`src/rtl/apb_slave_mem.sv`:
```
// APB3 slave backed by a DEPTH-word register memory with a fixed number of
// wait states per access and an error response for addresses beyond DEPTH.
module apb_slave_mem #(
  parameter int DW          = 8,
  parameter int AW          = 8,
  parameter int DEPTH       = 200,
  parameter int WAIT_CYCLES = 0
) (
  input  logic          pclk,
  input  logic          presetn,
  input  logic          psel,
  input  logic          penable,
  input  logic          pwrite,
  input  logic [AW-1:0] paddr,
  input  logic [DW-1:0] pwdata,
  output logic          pready,
  output logic [DW-1:0] prdata,
  output logic          pslverr
);

  typedef enum logic {IDLE, ACCESS} state_t;

  // One extra bit so DEPTH == 2**AW is still representable.
  localparam logic [AW:0] DEPTH_L = (AW+1)'(DEPTH);
  localparam logic [3:0]  WAIT_L  = 4'(WAIT_CYCLES);

  state_t        state_q, state_d;
  logic [AW-1:0] addr_q;
  logic          wr_q;
  logic [DW-1:0] wdata_q;
  logic [3:0]    wcnt_q;
  logic [DW-1:0] mem [DEPTH];

  logic setup, in_range, complete, mem_we;

  assign setup    = (state_q == IDLE) && psel && !penable;
  assign in_range = {1'b0, addr_q} < DEPTH_L;
  assign pready   = (state_q == ACCESS) && (wcnt_q == 4'd0);
  assign complete = pready && psel && penable;
  assign mem_we   = complete && wr_q && in_range;
  assign prdata   = (pready && !wr_q && in_range) ? mem[addr_q] : '0;
  assign pslverr  = pready && !in_range;

  always_ff @(posedge pclk or negedge presetn) begin
    if (!presetn) state_q <= IDLE;
    else          state_q <= state_d;
  end

  // NOTE: state_d is given its hold value before the case so that no path
  // leaves it unassigned; otherwise a latch would be inferred.
  always_comb begin
    state_d = state_q;
    case (state_q)
      IDLE:    if (setup) state_d = ACCESS;
      ACCESS:  if (!psel || !penable || pready) state_d = IDLE;
      default: state_d = IDLE;
    endcase
  end

  // Request is captured at the end of SETUP; bus changes during ACCESS are ignored.
  always_ff @(posedge pclk or negedge presetn) begin
    if (!presetn) begin
      addr_q  <= '0;
      wr_q    <= 1'b0;
      wdata_q <= '0;
      wcnt_q  <= 4'd0;
    end else if (setup) begin
      addr_q  <= paddr;
      wr_q    <= pwrite;
      wdata_q <= pwdata;
      wcnt_q  <= WAIT_L;
    end else if (state_q == ACCESS && wcnt_q != 4'd0) begin
      wcnt_q  <= wcnt_q - 4'd1;
    end
  end

  // NOTE: the memory is built from flops rather than a RAM macro because every
  // word must clear asynchronously on reset; a macro could not do that.
  always_ff @(posedge pclk or negedge presetn) begin
    if (!presetn) begin
      for (int i = 0; i < DEPTH; i++) mem[i] <= '0;
    end else if (mem_we) begin
      mem[addr_q] <= wdata_q;
    end
  end

endmodule

```
`config.mk`:
```
export PLATFORM = sky130hd
export DESIGN_NAME = apb_slave_mem
export DESIGN_NICKNAME = d
export VERILOG_FILES = /design/src/rtl/apb_slave_mem.sv
export SDC_FILE = /design/constraint.sdc
export NUM_CORES = 2
export LEC_CHECK = 0
export ABC_AREA = 1
export CAP_MARGIN = 20
export CORE_MARGIN = 3
export CORE_UTILIZATION = 45
export CTS_CLUSTER_SIZE = 12
export DETAILED_ROUTE_END_ITERATION = 10
export GPL_ROUTABILITY_DRIVEN = 0
export HOLD_SLACK_MARGIN = 0.06
export PLACE_DENSITY = 0.71
export SETUP_SLACK_MARGIN = 0.15
export SYNTH_ARGS = -nofsm -noshare
export SYNTH_HDL_FRONTEND = slang
export SYNTH_SLANG_ARGS = --single-unit
```
`constraint.sdc`:
```
create_clock -name pclk -period 3.54 [get_ports pclk]
set_input_delay 0.531 -clock pclk [delete_from_list [all_inputs] [get_ports pclk]]
set_output_delay 0.531 -clock pclk [all_outputs]
set_load 0.01 [all_outputs]
```
After elaboration in Yosys (flattened, before gate mapping)
Cells that the tools add are included.
{ "totals": {"out_inout_bits": 10, "in_bits": 21, "wordCells": 244, "ff_bits": 1622} }
{ "op_classes": {"reduce_logical": 21, "muxes": 12, "addsub": 1, "bitwise_logic": 2, "order_cmp": 3} }
{ "op_table": {"columns": ["operator", "count"], "rows": [
  ["$bwmux W1600", 1],
  ["$bmux W8 S8", 1],
  ["$demux W8 S8", 1],
  ["$mux W8", 4],
  ["$logic_and A1 B1 Y1", 12],
  ["$ge A9 B9 Y1 const B", 1],
  ["$lt A9 B1 Y1 const B", 1],
  ["$not A8 Y9", 1],
  ["$lt A8 B8 Y1 const B", 1],
  ["$mux W4", 2],
  ["$logic_not A1 Y1", 4],
  ["$logic_not A4 Y1", 1],
  ["$reduce_bool A4 Y1", 1],
  ["$sub A4 B1 Y4 const B", 1],
  ["$logic_or A1 B1 Y1", 2],
  ["$mux W1", 2],
  ["$pmux W1 S2", 1],
  ["$reduce_bool A2 Y1", 1],
  ["$not A1 Y1", 1]
]} }

Longest topological paths before layout
{ "depth": {"depth_word": 6, "mapped_depth": 19, "mapped_depth_nobuf": 15} }

Worst setup path before layout
OpenSTA, ideal clock, no wires.
{ "synth_timing": {"kind": "register to output", "start": "register addr_q[0]", "end": "output port prdata[5]", "arrival_time_ps": 1929, "n_path_buf": 4, "path_stages_with_launch": 12, "t_required_ps": 3009, "setup_slack_ps": 1080, "cell_sequence": "dfrtp_1 -> buf_4 -> nor2_2 -> buf_2 -> buf_2 -> buf_1 -> a22oi_1 -> a21oi_1 -> o21ai_0 -> nand2_1 -> nor2_1 -> nor2_1"} }
{ "synth_between": {"elab_chain_len": 5, "word_cells_on_any_way": 7, "classes_between": "order compare (1); mux (4); bitwise (1); reduce/logical (1)"} }
{ "synth_lines": {"columns": ["item", "line_no", "source"], "rows": [
  ["from (decl)", "28", "logic [AW-1:0] addr_q;"],
  ["from (signal assigned)", "68", "addr_q <= paddr;"],
  ["$not A8 Y9 (not written as such)", "41", "assign prdata = (pready && !wr_q && in_range) ? mem[addr_q] : '0;"],
  ["$bmux W8 S8", "41", null],
  ["$mux W8 (not written as such) (2 in a row)", "41", null],
  ["$mux W8 (*)", "41", null],
  ["to (decl)", "17", "output logic [DW-1:0] prdata,"]
]} }
Mark *: on every way between the ends. The rest lies on a longest branch, timed or not. The select of a mux whose other input is x is not followed.

Worst setup path in the final report
{ "layout_timing": {"start": "register addr_q[0]", "end": "output port prdata[0]"} }
The elaborated chain is that of the path after synthesis.

==> out/metrics.csv <==
metric,value,unit
status,"complete, but fails checks",
failing checks,setup timing,
IO Count,31,
crit-path max cell delay,0.51,ns
startpoint types,flop,
TNS Setup,-4.67,ns
ANT nets after route,0,
Synth warnings,0,
Post-synth top cells,"5556 x nand2_1, 1622 x dfrtp_1, 1447 x o21ai_0",
GR Util All Layers,28.0,%
final clock skew,0.0236,ns
Die Area,173000,um^2
"Slowest-stage cell, CP",dfrtp_4,
vias in the first global route,65400,
Initial Utilization,45.6,%
Critical Path RT,3.01,ns
initial antenna violation count,4,
syn nets,10200,
Worst-Margin Slew,1.10,ns
Place WS,-0.651,ns
Cell Pwr Density,502,nW/um^2
DR vias/cell,5.52,
Max clock buf depth,3,
grt ovf,0,
Syn Std Cell Area,75700,um^2
CTS sink cnt,1622,
unrepaired setup endpoints after global routing,yes,
die width,416,um
crit-path most repeated cell,nand2_1,
post-synthesis sequential element count,1622,
WL per Instance,19.7,um
xor and xnor fraction of the mapped netlist area,0,%
core box area,166000,um^2
Mean Syn Cell Area,7.48,um^2
CTS tree,built,
Synth cell types,27,
final core occ,53.1,%
ys async rst share,100,%
"Clk pin slew, worst setup/hold paths",0.06,ns
# port buffers,30,
Die Height,416,um
clock latency on the worst-skew pair,0.81,ns
Power Total,44.3,mW
DP Wirelength,147000,um
Total Nets Final,10100,
HP Class,in2reg,
"area leader, netlist",dfrtp_1,
Achievable Freq,0.241,GHz
LEAKAGE,44.0,nW
Post-Route WL,244000,um
Post-synth EDFFs,0,
period utilisation layout,117,%
dpl cells,12000,
Max Slew Vio Count,0,
peak supply drop,0.000620,V
routed via count,68500,
most common cell in the netlist,nand2_1,
post-layout min period,4.14,ns
DRC violations left,0,
final setup fails,8,
"Max FO, Critical Path",8,
sequential area share after synthesis,53.6,%
first-pass GRT wire length,383000,um
fin cells,12400,
Main synth FF type,dfrtp_1,
Syn Inst Count,10100,
number of DRC markers in iteration 0,7943,
largest net degree at the start of global routing,155,
# Max-Cap Violations,0,
Post-Synth Adder-Cell Area,0.0165,%
Synth Area in Compound Gates,11.2,%
Rows,149,
CTS H-Tree Depth,4,
Final Hold Fails,0,
simple logic cell fraction of the synthesized area,31.1,%
critical path arrival,3.61,ns
fin worst setup slack,-0.603,ns
share of cells above drive strength 1,10.7,%
post-synth top area share,53.6,%
critical path type,reg2out,
relative slew slack,26.5,%
area delta synth->final,16.5,%
Root Driver,clkbuf_16,
synth top area cells,"dfrtp_1 54%, nand2_1 28%, o21ai_0 9.6%",
main combinational cell family by area after synthesis,simple AND/OR/NAND/NOR gates,
post-synthesis mux area share,0,%
crit-path cells,"buf_12, clkinv_16, buf_12, buf_16, buf_16, buf_8, nand2_1, nand2_1, nand2_1, nand2_1, nand2_1, nand2_2, nor2_2, nor2_2, nor2_4, nand2_1, nand2_1, nand2_2, nor2_4, buf_6, nor2_1, buf_2",
CTS buffer count,168,
Pre-antenna DRT Iters,6,
crit end category,output pin,
[logic make-up (layout without fill, tap and decap cells)]
group,after synthesis,count (layout)
other cells,0,2
simple gates,6075,6075
fa+ha+maj,1,1
compound gates,1679,1679
flops,1622,1622
buf+inv,752,844
[cell usage in the layout, fill, tap and decap left out, drive strengths merged]
cell,instances
a21oi,19
a22oi,32
buf,481
bufbuf,12
bufinv,3
clkbuf,263
clkdlybuf4s50,21
clkinv,19
clkinvlp,1
dfrtp,1622
diode,2
dlygate4sd3,1
ha,1
inv,43
nand2,5653
nand3,80
nand4,42
nor2,298
nor3,1
nor4,1
o21ai,1628
[flip-flops by register name, indices dropped and copies added (netlist names)]
| signal | flops |
|---|---|
| wdata_q | 8 |
| state_q | 1 |
| wr_q | 1 |
| mem | 1600 |
| wcnt_q | 4 |
| addr_q | 8 |
[path summary, 6_finish.rpt]
path / startpoint / end / slack [ns] / cells after the start
hold reg to reg: mem[696]$_DFFE_PN0P_ / mem[696]$_DFFE_PN0P_ / 0.48 / 2
hold / removal: paddr[7] / addr_q[7]$_DFFE_PN0P_ / 0.27 / 3
min in group asynchronous: presetn / mem[455]$_DFFE_PN0P_ / 0.31 / 2
setup reg to reg: addr_q[0]$_DFFE_PN0P_ / mem[723]$_DFFE_PN0P_ / 0.27 / 12
setup / recovery: addr_q[0]$_DFFE_PN0P_ / prdata[0] / -0.60 / 22
max in group asynchronous: presetn / mem[1109]$_DFFE_PN0P_ / 1.85 / 3
[final cells by class]
| type | count | area (um^2) |
|---|---|---|
| clock buffers | 263 | 5040 |
| well taps | 2189 | 2740 |
| fillers | 15100 | 77900 |
| diodes | 2 | 5.00 |
| flip-flops and latches | 1622 | 40600 |
| repair buffers | 515 | 6280 |
| clock inverters | 29 | 359 |
| multi-input cells | 7755 | 32900 |
| inverters | 35 | 238 |
| repair inverters | 2 | 32.5 |
[layer usage]
metal,GRT usage [%],wire length (um),vias to the layer above
met1,38.0,100000,33000
li1,-,-,31800
met3,5.61,22700,626
met4,13.3,12100,2
met5,0,8,-
met2,43.1,109000,3136
[per-stage QoR]
step                      instance area (um^2)  hold slack [ns]
after global routing                     88200            0.289
after detailed placement                 80200            0.472
after CTS                                87900            0.223
after global placement                   80200            0.452
after floorplan                          75700            0.235
final                                    88200            0.267
[worst max-delay path: cells and delay by family (launching register included)]
kind,cells,cell delay (ns)
flops,1,0.51
buf+inv,8,1.13
simple gates,14,1.14
[where the power goes]
group	internal, mW	switching (mW)	total (mW)
sequential	18.7	0.136	18.8
combinational	2.33	5.56	7.88
clock	10.0	7.62	17.6
total	31.0	13.3	44.3
[what timing repair did]
item | CTS | global route
pin swaps | 80 | 53
gates cloned | 26 | 0
resized for setup | 315 | 66
buffers inserted | 65 | 7
hold buffers | 1 | 0
hold endpoints to repair | 48 | 0
endpoints found under the setup margin | 8 | 16
No activity file was read; power rests on OpenSTA's default activity.
